===== src/rtl/dmem_lsu.sv =====
`default_nettype none
// ============================================================================
//  Module   : dmem_lsu
//  Purpose  : Load/store initiator for the 16-bit data memory. Accepts byte
//             and halfword requests over valid/ready, runs read/write cycles
//             (byte stores as read-modify-write) and returns one response
//             per request with sign/zero-extended load data.
//  Options  : DMEM_LSU_STATS_EN adds saturating load/store/error counters.
//  Revision : 1.0 - initial release
// ============================================================================
module dmem_lsu #(
   parameter int AW = 16,
   parameter int DW = 16
) (
   input  logic          clk,
   input  logic          rst,
   input  logic          req_valid_i,
   output logic          req_ready_o,
   input  logic          req_we_i,
   input  logic          req_size_i,
   input  logic          req_unsigned_i,
   input  logic [AW-1:0] req_addr_i,
   input  logic [DW-1:0] req_wdata_i,
   output logic          resp_valid_o,
   output logic [DW-1:0] resp_rdata_o,
   output logic          resp_err_o,
   output logic [AW-1:0] mem_addr_o,
   output logic [DW-1:0] mem_wdata_o,
   output logic          mem_write_o,
   output logic          mem_read_o,
   input  logic [DW-1:0] mem_rdata_i
`ifdef DMEM_LSU_STATS_EN
   ,
   output logic [15:0]   stat_loads_o,
   output logic [15:0]   stat_stores_o,
   output logic [15:0]   stat_errs_o
`endif
);

   typedef enum logic [2:0] {
      S_IDLE = 3'd0,
      S_RD   = 3'd1,
      S_CAP  = 3'd2,
      S_WR   = 3'd3,
      S_RESP = 3'd4
   } state_t;

   state_t        r_state, w_state_nxt;

   // Latched request fields; halfword store data is consumed on accept,
   // so only the low byte of the store data needs to be kept.
   logic          r_we, r_size, r_uns, r_lane;
   logic [7:0]    r_wbyte;

   // Output registers and their next values
   logic          r_resp_valid, w_resp_valid_nxt;
   logic [DW-1:0] r_resp_rdata, w_resp_rdata_nxt;
   logic          r_resp_err,   w_resp_err_nxt;
   logic [AW-1:0] r_mem_addr,   w_mem_addr_nxt;
   logic [DW-1:0] r_mem_wdata,  w_mem_wdata_nxt;
   logic          r_mem_write,  w_mem_write_nxt;
   logic          r_mem_read,   w_mem_read_nxt;

   logic          w_accept;
   logic [7:0]    w_lane_byte;

   assign req_ready_o  = (r_state == S_IDLE);
   assign w_accept     = req_valid_i && req_ready_o;
   assign w_lane_byte  = r_lane ? mem_rdata_i[15:8] : mem_rdata_i[7:0];

   assign resp_valid_o = r_resp_valid;
   assign resp_rdata_o = r_resp_rdata;
   assign resp_err_o   = r_resp_err;
   assign mem_addr_o   = r_mem_addr;
   assign mem_wdata_o  = r_mem_wdata;
   assign mem_write_o  = r_mem_write;
   assign mem_read_o   = r_mem_read;

   // Next-state and next-output decode; outputs are registered so each value
   // computed here appears during the state it is entering.
   always_comb begin
      w_state_nxt      = r_state;
      w_resp_valid_nxt = 1'b0;
      w_resp_rdata_nxt = '0;
      w_resp_err_nxt   = 1'b0;
      w_mem_addr_nxt   = r_mem_addr;
      w_mem_wdata_nxt  = '0;
      w_mem_write_nxt  = 1'b0;
      w_mem_read_nxt   = 1'b0;
      case (r_state)
         S_IDLE: begin
            if (w_accept) begin
               if (req_size_i && req_addr_i[0]) begin
                  w_state_nxt      = S_RESP;
                  w_resp_valid_nxt = 1'b1;
                  w_resp_err_nxt   = 1'b1;
               end else if (req_size_i && req_we_i) begin
                  w_state_nxt     = S_WR;
                  w_mem_write_nxt = 1'b1;
                  w_mem_addr_nxt  = {req_addr_i[AW-1:1], 1'b0};
                  w_mem_wdata_nxt = req_wdata_i;
               end else begin
                  w_state_nxt    = S_RD;
                  w_mem_read_nxt = 1'b1;
                  w_mem_addr_nxt = {req_addr_i[AW-1:1], 1'b0};
               end
            end
         end
         S_RD: begin
            w_state_nxt = S_CAP;
         end
         S_CAP: begin
            if (r_we) begin
               // Byte store merge: replace only the addressed lane
               w_state_nxt     = S_WR;
               w_mem_write_nxt = 1'b1;
               w_mem_wdata_nxt = r_lane ? {r_wbyte, mem_rdata_i[7:0]}
                                        : {mem_rdata_i[15:8], r_wbyte};
            end else begin
               w_state_nxt      = S_RESP;
               w_resp_valid_nxt = 1'b1;
               if (r_size) begin
                  w_resp_rdata_nxt = mem_rdata_i;
               end else if (r_uns) begin
                  w_resp_rdata_nxt = {{(DW-8){1'b0}}, w_lane_byte};
               end else begin
                  w_resp_rdata_nxt = {{(DW-8){w_lane_byte[7]}}, w_lane_byte};
               end
            end
         end
         S_WR: begin
            w_state_nxt      = S_RESP;
            w_resp_valid_nxt = 1'b1;
         end
         S_RESP: begin
            w_state_nxt = S_IDLE;
         end
         default: begin
            w_state_nxt = S_IDLE;
         end
      endcase
   end

   // State, output and request-latch registers
   always_ff @(posedge clk) begin
      if (rst) begin
         r_state      <= S_IDLE;
         r_we         <= 1'b0;
         r_size       <= 1'b0;
         r_uns        <= 1'b0;
         r_lane       <= 1'b0;
         r_wbyte      <= '0;
         r_resp_valid <= 1'b0;
         r_resp_rdata <= '0;
         r_resp_err   <= 1'b0;
         r_mem_addr   <= '0;
         r_mem_wdata  <= '0;
         r_mem_write  <= 1'b0;
         r_mem_read   <= 1'b0;
      end else begin
         r_state      <= w_state_nxt;
         r_resp_valid <= w_resp_valid_nxt;
         r_resp_rdata <= w_resp_rdata_nxt;
         r_resp_err   <= w_resp_err_nxt;
         r_mem_addr   <= w_mem_addr_nxt;
         r_mem_wdata  <= w_mem_wdata_nxt;
         r_mem_write  <= w_mem_write_nxt;
         r_mem_read   <= w_mem_read_nxt;
         if (w_accept) begin
            r_we    <= req_we_i;
            r_size  <= req_size_i;
            r_uns   <= req_unsigned_i;
            r_lane  <= req_addr_i[0];
            r_wbyte <= req_wdata_i[7:0];
         end
      end
   end

`ifdef DMEM_LSU_STATS_EN
   logic [15:0] r_stat_loads, r_stat_stores, r_stat_errs;

   assign stat_loads_o  = r_stat_loads;
   assign stat_stores_o = r_stat_stores;
   assign stat_errs_o   = r_stat_errs;

   // Saturating per-class counters, bumped once on the response cycle
   always_ff @(posedge clk) begin
      if (rst) begin
         r_stat_loads  <= '0;
         r_stat_stores <= '0;
         r_stat_errs   <= '0;
      end else if (r_state == S_RESP) begin
         if (r_resp_err) begin
            if (r_stat_errs != 16'hFFFF) r_stat_errs <= r_stat_errs + 16'd1;
         end else if (r_we) begin
            if (r_stat_stores != 16'hFFFF) r_stat_stores <= r_stat_stores + 16'd1;
         end else begin
            if (r_stat_loads != 16'hFFFF) r_stat_loads <= r_stat_loads + 16'd1;
         end
      end
   end
`endif

endmodule
`default_nettype wire

===== config.mk =====
export PLATFORM = sky130hd
export DESIGN_NAME = dmem_lsu
export DESIGN_NICKNAME = d
export VERILOG_FILES = /design/src/rtl/dmem_lsu.sv
export SDC_FILE = /design/constraint.sdc
export NUM_CORES = 1
export LEC_CHECK = 0
export ABC_AREA = 1
export CAP_MARGIN = 30
export CORE_ASPECT_RATIO = 1.5
export CORE_MARGIN = 8
export CORE_UTILIZATION = 26
export DETAILED_ROUTE_END_ITERATION = 10
export GPL_ROUTABILITY_DRIVEN = 0
export GPL_TIMING_DRIVEN = 0
export PLACE_DENSITY = 0.58
export SYNTH_ARGS = -nofsm -noshare
export SYNTH_HDL_FRONTEND = slang
export SYNTH_SLANG_ARGS = --single-unit

===== constraint.sdc =====
create_clock -name clk -period 1.2 [get_ports clk]
set_input_delay 0.12 -clock clk [delete_from_list [all_inputs] [get_ports clk]]
set_output_delay 0.12 -clock clk [all_outputs]
set_load 0.05 [all_outputs]

* Yosys cells after proc, flatten, opt, wreduce, memory -nomap -nowiden *
Cells that the tools add are included.

storage, ports and cells
  flip-flop bits (word level) = 66
  input port bits = 54

cells by class
  eq/ne operators = 4
  muxes and demuxes = 24
  bitwise gates (word level) = 4
  reductions and logical operators = 8

operators by type and width
  cell                number
  $mux 16             7
  $pmux 16 s2         1
  $pmux 3 s4          1
  $mux 3              3
  $mux 1              8
  $mux 8              1
  $eq 3x2->1 const B  2
  $not 1->1           4
  $reduce_or 4->1     1
  $eq 3x1->1 const B  1
  $logic_and 1x1->1   3
  $logic_not 3->1     1
  $pmux 1 s3          1
  $reduce_and 3->1    1
  $reduce_or 3->1     1
  $mux 2              1
  $ne 2x1->1 const B  1
  $pmux 1 s2          1
  $reduce_or 2->1     1

* Depth between registers and ports, before layout *
Gate-level depths: netlist of the first run.

  word-level depth = 5
  gate-level depth with buffers = 7

* Worst setup path after synthesis of the first run *
OpenSTA, ideal clock, no wires.

  path kind = reg2reg
  start = register r_state[0]
  end = register r_state[2]
  arrival time = 1.125 ns
  required time = 1.130 ns
  setup slack = 0.005 ns
  stages on the path, launching flop included = 7
  path buffers = 1
  clock period less this slack = 1.195 ns
  cell sequence = dfxtp_1 -> nor2_4 -> buf_6 -> nand2_1 -> inv_2 -> nand2_1 -> a21oi_1

between the ends
  word-level cells in the longest chain between the ends = 3
  elaborated cells on any way between the ends = 7

RTL lines
  what                         line  RTL
  from (decl)                  48    state_t r_state, w_state_nxt;
  from (signal assigned)       161   r_state <= w_state_nxt;
  $logic_not 3->1 *            67    assign req_ready_o = (r_state == S_IDLE);
  via req_ready_o              18    output logic req_ready_o,
  $logic_and 1x1->1            68    assign w_accept = req_valid_i && req_ready_o;
  $ne 2x1->1 (no source line)  n/a

Mark *: on every way through the listed nets, which the timed path passes. The rest lies on a longest branch.
A chain may end at the register's enable or synchronous reset.

* Worst setup path in the final report of the first run *
  start = register r_state[0]
  end = output req_ready_o

between the ends
  word-level cells in the longest chain between the ends = 1

RTL lines
  what             line
  $logic_not 3->1  67
  to (decl)        18

No other way between the ends.

==> results of run 1 <==
[sequential cells by signal (all words and copies together), names as in the netlist, 3 cells and up]
signal and cells:
mem_addr_o 15, mem_wdata_o 16, r_wbyte 8, r_state 3, resp_rdata_o 16
[metrics by stage]
step                      TNS (ns)  setup slack [ns]  utilization  area, µm²
final                       -0.124           -0.0844        0.440       4840
after global routing         -1.81            -0.122        0.440       4840
after CTS                   -0.158            -0.101        0.421       4630
after detailed placement    -10.84            -0.573        0.376       4140
after global placement      -10.37            -0.550        0.376       4140
after floorplan                  0           0.00478            -       2930
[worst reg2reg max path, delay by kind of cell, from the launching register on]
family	cells	cell delay (ns)
AOI/OAI and AO/OA	1	0.13
buffers and inverters	3	0.35
and+or+nand+nor	3	0.30
DFF	1	0.38
[worst min-delay path by stage]
stage	endpoint	start	slack, ns	depth (start not counted)
floorplan	mem_addr_o[15]$_SDFFE_PP0P_	req_addr_i[15]	0.25	2
global placement	r_wbyte[7]$_SDFFE_PP0N_	r_wbyte[7]$_SDFFE_PP0N_	0.46	2
detailed placement	r_wbyte[7]$_SDFFE_PP0N_	r_wbyte[7]$_SDFFE_PP0N_	0.46	2
CTS	resp_err_o$_SDFF_PP0_	req_size_i	0.15	3
global route	resp_err_o$_SDFF_PP0_	req_size_i	0.16	3
finish	resp_err_o$_SDFF_PP0_	req_size_i	0.15	3
[cells by family after synthesis]
logic type,after synthesis
flip-flops,66
AND/OR/NAND/NOR,231
other,1
buffers and inverters,68
AO/OA/AOI/OAI,58
[cell type report]
type / count / area share
well taps: 147 / 0.0380
repair buffers: 119 / 0.256
inverters: 42 / 0.0349
flip-flops and latches: 66 / 0.274
multi-input cells: 291 / 0.293
plain buffers: 25 / 0.0409
clock buffers: 11 / 0.0523
diodes: 1 / 0.000517
clock inverters: 5 / 0.0109
[placed cells by master (no fill, tap or decap), types with 18 or more instances in the layout]
cell | netlist | final
nand2_1 | 141 | 127
dfxtp_1 | 66 | 63
nor2_1 | 53 | 50
clkdlybuf4s50_1 | 0 | 50
clkdlybuf4s15_2 | 0 | 50
inv_1 | 36 | 36
a21oi_1 | 40 | 27
nand3_1 | 18 | 18
[report_power, final]
part	leakage, nW	internal [W]	switching (W)
sequential	0.539	0.00234	0.0000833
clock	0.151	0.00171	0.000930
combinational	1.33	0.000733	0.00116
total	2.03	0.00479	0.00217
[what timing repair did]
action	4_1_cts	5_1_grt
gates resized for setup	172	55
buffers inserted	10	4
setup endpoints to repair	85	64
gates cloned	2	2
pin swaps	3	12
[routing by layer]
layer / vias to the layer above / track usage / wire (µm)
li1: 1576 / - / -
met1: 1433 / 0.140 / 4040
met2: 100 / 0.244 / 5640
met3: 10 / 0.0290 / 559
met4: 0 / 0.0649 / 191
met5: - / 0 / 0
==> summary.txt, run 1 <==
Setup path
  – CP max FO: 2
  – Worst Setup End Kind: output port
  – CP top delay family: flip-flops
  – R2R Setup Slk: -0.03 ns
  – Worst setup path end: req_ready_o
  – Worst r2r src: r_state[1]$_SDFFE_PP0P_
  – Critical Path Start: r_state[0]$_SDFFE_PP0P_
  – WP data required: 1.08 ns
  – Worst path max stage delay: 0.33 ns
  – Type of origin of the critical path: flop
  – CP Cell Sequence: nor2_4, buf_6, nand2_4, inv_4, buf_8
  – CP Buf/Inv Count: 3
  – Setup CP Type: reg -> out
  – CP arrival: roughly 1.2 ns
  – Worst flop-to-flop path endpoint: r_state[1]$_SDFFE_PP0P_
  – Critical-path top delay cell: dfxtp_2
  – CP Depth: 5
  – R2R depth: 7

Drt
  – Drt wl/cell: 14.7 µm
  – # DRC: 0
  – Final WL: about 10,000 µm
  – Iter 0 DRT Violations: 180
  – Vias per std cell: 4.41
  – Via Count: 3,119
  – Drt pass-1 iters: 4
  – Final ANT Viol Nets: 0

STA
  – Final worst slack: -0.0844 ns
  – Max Slew Vio Count: 0
  – Slew HR: 0.599
  – F_max: ~800 MHz
  – RSZ-0062 raised after global routing: yes
  – Hold Vio Cnt, Final: 0
  – Tcrit/Tclk final: 1.07
  – Hold_ws: around 0.15 ns
  – Worst slew pin tran: around 0.6 ns
  – Final setup fails: 6
  – Clock Skew: 0.00710 ns
  – Fin crit period: 1.28 ns

Yosys
  – Post-Synth Adder-Cell Area: 0
  – Async set-reset flop share out of synthesis: 0
  – Syn avg cell area: between 6 and 7 µm²
  – Synth Area in Compound Gates: 0.100
  – Warnings from Yosys: 0
  – Synth area leader: dfxtp_1
  – Count leader, synth: nand2_1
  – Number of flops mapped to enable cells by yosys: 0
  – Post-synthesis cell type count: 25
  – Xor/xnor share of the synthesized area: 0
  – Flops & latches, synth: 66
  – Post-Syn Nets: 478
  – Multiplexer share of the synthesized area: 0
  – Synth top area cells: dfxtp_1 (45%), nand2_1 (18%), a21oi_1 (6.8%)
  – Largest family of logic cells by synthesized area: simple AND/OR/NAND/NOR gates
  – Simple-gate area share of the yosys netlist: 0.333
  – Top cells by count, synth: nand2_1 (141), dfxtp_1 (66), nor2_1 (53)
  – Primary FF master, synth: dfxtp_1
  – Register area share after synthesis: 0.451
  – Cell Area, Synth: 2930 µm²
  – Synth top area share: 0.451
  – Synth Instances: 424

Clock tree
  – CTS Hold Bufs: 0
  – Max clock buf depth: 2
  – H-tree Lvls: 3
  – CTS tree: done
  – CTS Sinks: between 60 and 70
  – Clock Latency Late Sink: 0.32 ns
  – Num CTS Buffers: 9
  – Clk root buf: clkbuf_16
  – Clock transition at the registers of the reported paths: 0.05 ns

Floorplan
  – # IOs: 107
  – Die area: around 15,000 µm²
  – Die Ht: 146 µm
  – Core area: 11,000 µm²
  – Initial core utilization: 0.267
  – Die Width: 103 µm
  – FP Rows: 47

Power and ir drop
  – LEAKAGE: 2.03 nW
  – Power consumption: 0.00696 W
  – Worst vdd ir: 0.711 mV
  – P per Cell Area: 1440 nW/µm²

Status
  – Status: complete, but fails checks
  – Failing checks: negative setup slack

Worst hold path
  – Hold Crit Class: in -> reg

Layout
  – Post-Layout Cell Count: about 710
  – Ratio of cells with drive above 1 in the final layout: 0.277
  – Synth-to-layout area growth: 65.0%
  – Reg area: 1330 µm²
  – Nets: 608
  – Multi-input gate area: approximately 1400 µm²
  – Filler cells: approximately 1,100

Run
  – Max Cap Viol: 0

Placement
  – Placed Cells: 673
  – Input/output buffers: between 100 and 150
  – Detailed-placement wirelength estimate: 7430 µm

Global routing
  – Global route overflow: 0
  – Total track usage: 0.135
  – Largest net degree at the start of global routing: 12
  – First-pass GRT wire length: 15,500 µm
  – Initial antenna violation count: 1
  – Vias in the first global route: between 3,000 and 4,000
(Power assumes the default switching activity.)
==> inputs of run 2 (changes only) <==
- CAP_MARGIN: 30 -> 20
==> results of run 2 <==
No change in the layout: final DEF, timing and power equal those of run 1.
==> inputs of run 3 (changes only) <==
- ABC_CLOCK_PERIOD_IN_PS: unset -> 1200
==> results of run 3 <==
No change in the layout: final DEF, timing and power equal those of run 1.
